### config.mk
export PLATFORM = sky130hd
export DESIGN_NAME = mips_pipe_ctrl
export DESIGN_NICKNAME = d
export VERILOG_FILES = /design/src/rtl/mips_pipe_ctrl.sv
export SDC_FILE = /design/constraint.sdc
export NUM_CORES = 1
export LEC_CHECK = 0
export ABC_AREA = 0
export CORE_UTILIZATION = 47
export CTS_CLUSTER_DIAMETER = 60
export DETAILED_ROUTE_END_ITERATION = 12
export PLACE_DENSITY = 0.83
export SLEW_MARGIN = 0
export SYNTH_ARGS = -nofsm -noshare
export SYNTH_HDL_FRONTEND = slang
export SYNTH_SLANG_ARGS = --single-unit
export TNS_END_PERCENT = 20
### constraint.sdc
create_clock -name clk -period 3.9 [get_ports clk]
set_input_delay 0.39 -clock clk [delete_from_list [all_inputs] [get_ports clk]]
set_output_delay 0.39 -clock clk [all_outputs]
set_load 0.01 [all_outputs]
### src/rtl/mips_pipe_ctrl.sv
// mips_pipe_ctrl: MIPS decode plus E/M/W control pipeline with a multi-cycle HI/LO sequencer
module mips_pipe_ctrl #(
   parameter int MUL_LAT = 4,
   parameter int DIV_LAT = 12,
   parameter int CNT_W   = 4
) (
   input  logic       clk,
   input  logic       reset,
   input  logic [5:0] opD,
   input  logic [5:0] functD,
   input  logic       equalD,
   input  logic       flushE,
   output logic       pcsrcD,
   output logic       branchD,
   output logic       jumpD,
   output logic       zeroextendD,
   output logic       mdstallD,
   output logic       memtoregE,
   output logic       memtoregM,
   output logic       memtoregW,
   output logic       regwriteE,
   output logic       regwriteM,
   output logic       regwriteW,
   output logic       memwriteM,
   output logic       alusrcE,
   output logic       regdstE,
   output logic       linkE,
   output logic [5:0] alucontrolE,
   output logic       mdstartE,
   output logic       mdbusy
);
   typedef enum logic {IDLE, BUSY} state_t;
   state_t state, state_n;
   logic [CNT_W-1:0] cnt, cnt_n;
   logic regwriteD, regdstD, alusrcD, memtoregD, memwriteD, linkD, mdD, divD, mfD;
   logic memwriteE, mddivE;
   logic [5:0] alucontrolD;
   assign mdD = opD == 6'h00 && functD[5:2] == 4'b0110;
   assign divD = mdD & functD[1];
   assign mfD = opD == 6'h00 && (functD == 6'h10 || functD == 6'h12);
   always_comb begin
      regwriteD = 1'b0;
      regdstD = 1'b0;
      alusrcD = 1'b0;
      memtoregD = 1'b0;
      memwriteD = 1'b0;
      branchD = 1'b0;
      jumpD = 1'b0;
      zeroextendD = 1'b0;
      linkD = 1'b0;
      alucontrolD = 6'h00;
      case (opD)
         6'h00: begin regwriteD = !mdD; regdstD = 1'b1; alucontrolD = functD; end
         6'h23: begin regwriteD = 1'b1; alusrcD = 1'b1; memtoregD = 1'b1; alucontrolD = 6'h20; end
         6'h2B: begin memwriteD = 1'b1; alusrcD = 1'b1; alucontrolD = 6'h20; end
         6'h08: begin regwriteD = 1'b1; alusrcD = 1'b1; alucontrolD = 6'h20; end
         6'h0C: begin regwriteD = 1'b1; alusrcD = 1'b1; zeroextendD = 1'b1; alucontrolD = 6'h24; end
         6'h0D: begin regwriteD = 1'b1; alusrcD = 1'b1; zeroextendD = 1'b1; alucontrolD = 6'h25; end
         6'h0A: begin regwriteD = 1'b1; alusrcD = 1'b1; alucontrolD = 6'h2A; end
         6'h04, 6'h05: begin branchD = 1'b1; alucontrolD = 6'h22; end
         6'h02: jumpD = 1'b1;
         6'h03: begin jumpD = 1'b1; regwriteD = 1'b1; linkD = 1'b1; end
         default: ;
      endcase
   end
   assign pcsrcD = branchD & (equalD ^ (opD == 6'h05));
   // start cycle stalls too, since mdbusy only rises the cycle after mdstartE
   assign mdstallD = (mdD | mfD) & (mdbusy | mdstartE);
   always_ff @(posedge clk) begin
      if (reset || flushE)
         {memtoregE, memwriteE, alusrcE, regdstE, regwriteE, linkE, mdstartE, mddivE, alucontrolE} <= '0;
      else
         {memtoregE, memwriteE, alusrcE, regdstE, regwriteE, linkE, mdstartE, mddivE, alucontrolE} <=
            {memtoregD, memwriteD, alusrcD, regdstD, (mdD ? 1'b0 : regwriteD), linkD, mdD, divD, alucontrolD};
   end
   always_ff @(posedge clk) begin
      if (reset) begin
         {memtoregM, memwriteM, regwriteM} <= '0;
         {memtoregW, regwriteW} <= '0;
      end else begin
         {memtoregM, memwriteM, regwriteM} <= {memtoregE, memwriteE, regwriteE};
         {memtoregW, regwriteW} <= {memtoregM, regwriteM};
      end
   end
   always_ff @(posedge clk) begin
      if (reset) begin
         state <= IDLE;
         cnt <= '0;
      end else begin
         state <= state_n;
         cnt <= cnt_n;
      end
   end
   always_comb begin
      state_n = state;
      cnt_n = cnt;
      if (mdstartE) begin
         state_n = BUSY;
         cnt_n = mddivE ? CNT_W'(DIV_LAT - 1) : CNT_W'(MUL_LAT - 1);
      end else if (state == BUSY) begin
         state_n = cnt == '0 ? IDLE : BUSY;
         cnt_n = cnt == '0 ? cnt : cnt - 1'b1;
      end
   end
   assign mdbusy = state == BUSY;
endmodule

# --- After elaboration in Yosys (flattened, before gate mapping) ---
# Cells that the tools add are included.
totals:
  latch_bits: 0
  out_inout_bits: 23
  input_bits: 16
  memories: 0
  rom_bits: 0
  ramBits: 0
  word_cells: 70
  ff_bits: 24
op_classes:
  n_eq_ne: 14
  n_lt_le_gt_ge: 0
  bitwise_logic: 6
  n_addsub: 1
  n_mul: 0
  reduce_logical: 16
  n_div: 0
  mux: 17
  shifts: 0
ops:
  columns: ["cell", "count"]
  rows:
  - ["6-bit case mux with 6 select lines", 1]
  - ["6-bit by 4-bit equality test with 1-bit output (second input constant)", 4]
  - ["4-bit two-way mux", 4]
  - ["6-bit by 2-bit equality test with 1-bit output (second input constant)", 2]
  - ["6-bit by 3-bit equality test with 1-bit output (second input constant)", 2]
  - ["6-bit by 5-bit equality test with 1-bit output (second input constant)", 2]
  - ["6-bit equality test (second input constant)", 2]
  - ["6-bit OR reduction", 2]
  - ["1-bit two-way mux", 11]
  - ["2-bit OR reduction", 4]
  - ["6-bit zero test", 1]
  - ["4-bit by 3-bit equality test with 1-bit output (second input constant)", 1]
  - ["4-bit zero test", 1]
  - ["4-bit by 1-bit subtractor with 4-bit output (second input constant)", 1]
  - ["1-bit AND", 3]
  - ["3-bit OR reduction", 1]
  - ["1-bit logical AND", 2]
  - ["1-bit logical OR", 2]
  - ["2-bit != test (second input constant)", 1]
  - ["1-bit OR", 2]
  - ["1-bit case mux with 2 select lines", 1]
  - ["2-bit AND reduction", 1]
  - ["2-bit nonzero test", 1]
  - ["1-bit zero test", 1]
  - ["1-bit XOR", 1]

# --- Logic depth before layout (Yosys ltp) ---
logic_depth:
  depth_word: 5
  ltp_mapped: 5
  mapped_depth_nobuf: 5

# --- Least setup slack after synthesis ---
# No wires, ideal clock.
synth_timing:
  path_kind: "input port to output port"
  startpoint: "in opD[5]"
  endpoint: "out pcsrcD"
  t_required_ps: 3510
  t_arrival_ps: 1505
  stages: 4
  path_buffers: 1
  path_slack_ps: 2005
  path_cell_list: "buf_6 > or3_1 > nor3b_1 > and2_1"
synth_via:
  elab_chain_len: 4
  elab_cells_between_ends: 6
  classes_between: "2 x eq/ne; 1 x mux; 2 x bitwise; 1 x reduce/logical"
synth_lines:
  columns: ["element", "line_no", "rtl"]
  rows:
  - ["start, declared", "9", "input logic [5:0] opD,"]
  - ["6-bit by 3-bit equality test with 1-bit output", "52", "case (opD)"]
  - ["2-bit OR reduction (*)", "52", null]
  - ["1-bit two-way mux (*)", "52", null]
  - ["named net branchD", "14", "output logic branchD,"]
  - ["1-bit AND (*)", "66", "assign pcsrcD = branchD & (equalD ^ (opD == 6'h05));"]
  - ["end, declared", "13", "output logic pcsrcD,"]
# Mark *: on every way through the listed nets, which the timed path passes. The rest lies on a longest branch.

# --- Worst setup path in the final report ---
layout_timing:
  startpoint: "in opD[5]"
  endpoint: "out pcsrcD"
layout_via:
  elab_chain_len: 4
  elab_cells_between_ends: 6
  classes_between: "2 x eq/ne; 1 x mux; 2 x bitwise; 1 x reduce/logical"
layout_lines:
  columns: ["element", "line_no"]
  rows:
  - ["6-bit by 3-bit equality test with 1-bit output, on equally long branches", "52, 66"]
  - ["2-bit OR reduction", "52"]
  - ["1-bit two-way mux", "52"]
  - ["1-bit AND (*)", "66"]
# Mark *: on every way between the ends. The rest lies on a longest branch, timed or not.

==> results.json <==
{
  "outcome": "finished, final reports clean",
  "hold_end": "regwriteW",
  "fin_worst_skew_ns": 0.00237,
  "preCtsSetupSlack_ns": 1.12,
  "grt_start_max_net_pins": 15,
  "fin_nets": 171,
  "worst_pin_slew_ns": 0.496,
  "synth_edf_count": 0,
  "grt_pass1_vias": 873,
  "clk_latency_ns": 0.30,
  "synth-seq-area-share_pct": 44.3,
  "grt_pass1_wl_mm": 3.77,
  "final_area_mm2": 0.00150,
  "syn_area_mm2": 0.00108,
  "clock_path_buffers": 2,
  "stdcell_count": 181,
  "synthFlopType": "dfxtp_1",
  "worstHoldStart": "regwriteM",
  "layout-drive-gt1-share_pct": 11.1,
  "slew_violations": 0,
  "period_share_pct": 71.2,
  "max_slew_margin_pct": 66.8,
  "fin_crit_ns": 2.78,
  "end_kind": "output pin",
  "power_density_mw_per_mm2": 281,
  "cts_root_buf": "clkbuf_4",
  "pin_count": 39,
  "routed_wl_mm": 2.37,
  "r2r_cells": 5,
  "cts_tree": "built",
  "hold_viol_final": 0,
  "antenna_found_initial": 0,
  "hold_path.class": "register to register",
  "cts_resized": 0,
  "yosysTopAreaCell": "dfxtp_1",
  "wl_per_cell_um": 13.1,
  "yosysUniqueCellTypes": 46,
  "n_fill_cell": 173,
  "synth_cells": 118,
  "clk_pin_slew_ns": 0.12,
  "synth_area_leaders": "dfxtp_1 (44%), nor2_1 (3.8%), nor2b_1 (3.5%), nor3_1 (3.2%), nand3_1 (2.8%)",
  "numClockSinks": 24,
  "place_inst": 177,
  "grt_overflow": 0,
  "gp_congestion": 0.781,
  "critical_path_class": "input pin to output pin",
  "r2r-end": "cnt[1]",
  "fp.coreArea_mm2": 0.00219,
  "die_y_um": 50.0,
  "reg2reg_slack_ns": 2.32,
  "max_cap_violations": 0,
  "routed_via_density": 5.38,
  "holdBufCountCts": 0,
  "dpl.hpwl_mm": 1.78,
  "ant_nets": 0,
  "areaGrowthSynthToFinish_pct": 38.3,
  "max_clock_freq_ghz": 0.360,
  "synth_nets": 135,
  "setup_violations": 0,
  "first_iter_violations": 23,
  "n_antenna_cell": 0,
  "yosysWarnings": 0,
  "rows": 17,
  "p_leak_uw": 0.000528,
  "synth-async-reset-ratio_pct": 0,
  "min_delay_path_depth": 1,
  "avgSynthCellArea_um2": 9.19,
  "path_max_fanout": 10,
  "initial_core_util_pct": 49.5,
  "cp-start-kind": "input pin",
  "rsz0062_at_grt": "false",
  "fin_setup_tns_ns": 0,
  "die_area_mm2": 0.00250,
  "reg2reg_from": "cnt[0]",
  "track_usage_pct": 19.7,
  "ys_ff_latch": 24,
  "cts_setup_buffers": 0,
  "vias": 973,
  "drc_errors": 0,
  "htreeDepth": 1,
  "cp_data_arrival_time_ns": 2.39,
  "cts_buffers": 3,
  "drt_pass1_iterations": 4,
  "placed_cell_area_mm2": 0.00146,
  "yosysTopAreaCellShare_pct": 44.3,
  "vdd_drop_max_uv": 201,
  "setup_slack_ns": 1.12,
  "die_w_um": 50.0,
  "critPathRequiredTime_ns": 3.51,
  "portBuffers": 38
}
## report_power, final
group	switching, uW	total [uW]	internal, uW	leakage, uW
Clock	67.8	125	56.9	0.0000210
Sequential	0.334	247	246	0.000193
Combinational	24.9	50.2	25.3	0.000314
Total	93.1	422	329	0.000528
## cell type report
type,count,area (um^2),area share (%)
repair buffers,38,380,25.4
inverters,6,22.5,1.50
flip-flops and latches,24,480,32.0
multi-input cells,81,546,36.4
clock buffers,4,36.3,2.42
well taps,28,35.0,2.34
## worst max path at each step
stage	start	endpoint	depth (start not counted)
3_3_place_gp	opD[5]	pcsrcD	5
5_1_grt	opD[2]	mdstallD	5
4_1_cts	opD[5]	pcsrcD	5
6_report	opD[5]	pcsrcD	5
2_1_floorplan	opD[5]	pcsrcD	4
3_5_place_dp	opD[5]	pcsrcD	5
## critical path, stage by stage
cell and delay [ns]:
clkdlybuf4s50_1 0.58, or3_1 0.48, nor3b_1 0.25, and2_1 0.16, clkdlybuf4s50_1 0.53
## cell usage in the layout (no fill, tap or decap), drive strengths merged, types with 3 or more instances in the layout
| cell | Yosys | routed |
|---|---|---|
| clkbuf | 3 | 4 |
| nor2b | 6 | 6 |
| nand2 | 5 | 5 |
| inv | 6 | 6 |
| dfxtp | 24 | 24 |
| nor2 | 11 | 11 |
| or2 | 4 | 4 |
| nor3 | 7 | 7 |
| nand2b | 3 | 3 |
| nor4 | 3 | 3 |
| nand3 | 6 | 6 |
| clkdlybuf4s50 | 0 | 38 |
## logic make-up (layout without fill, tap and decap cells)
group,count (synthesis),after routing,synth area share (%)
and+or+nand+nor,61,61,34.6
muxes,1,1,0.923
xor gates and xnor gates,1,1,0.808
DFF,24,24,44.3
adders and majority gates,1,1,1.15
AOI/OAI and AO/OA,17,17,12.8
buffers and inverters,13,48,5.42
## sequential cells by signal, indices dropped and copies added (netlist names)
register / cells
alucontrolE: 6
cnt: 4
alusrcE: 1
linkE: 1
mdbusy: 1
mddivE: 1
mdstartE: 1
memtoregE: 1
memtoregM: 1
memtoregW: 1
memwriteE: 1
memwriteM: 1
regdstE: 1
regwriteE: 1
regwriteM: 1
regwriteW: 1
## Yosys cell counts (2+ instances only)
cell type	n
inv_1	6
nand2_1	4
nor2_1	11
buf_2	2
o21ai_0	2
dfxtp_1	24
nor2b_1	6
nor4_1	2
or2_2	4
a21oi_1	2
clkbuf_1	3
nor3b_1	2
nor4b_1	2
nor3_1	7
nand2b_1	3
nand4b_1	2
nand3_1	6
and2_1	2
## routing by layer
layer / up-vias / GRT usage [%] / share of wire (%)
li1: 491 / - / -
met1: 449 / 23.2 / 43
met2: 31 / 34.7 / 51
met3: 2 / 2.16 / 4.4
met4: 0 / 10.0 / 1.1
met5: - / 0 / 0
## stage by stage
step,util (%),hold slack [ns],total power [uW]
after floorplan,-,0.414,278
after CTS,68.5,0.475,425
final,68.5,0.471,422
after global routing,68.5,0.487,438
after global placement,66.8,0.419,301
after detailed placement,66.8,0.458,302
No activity file was read; power rests on OpenSTA's default activity.
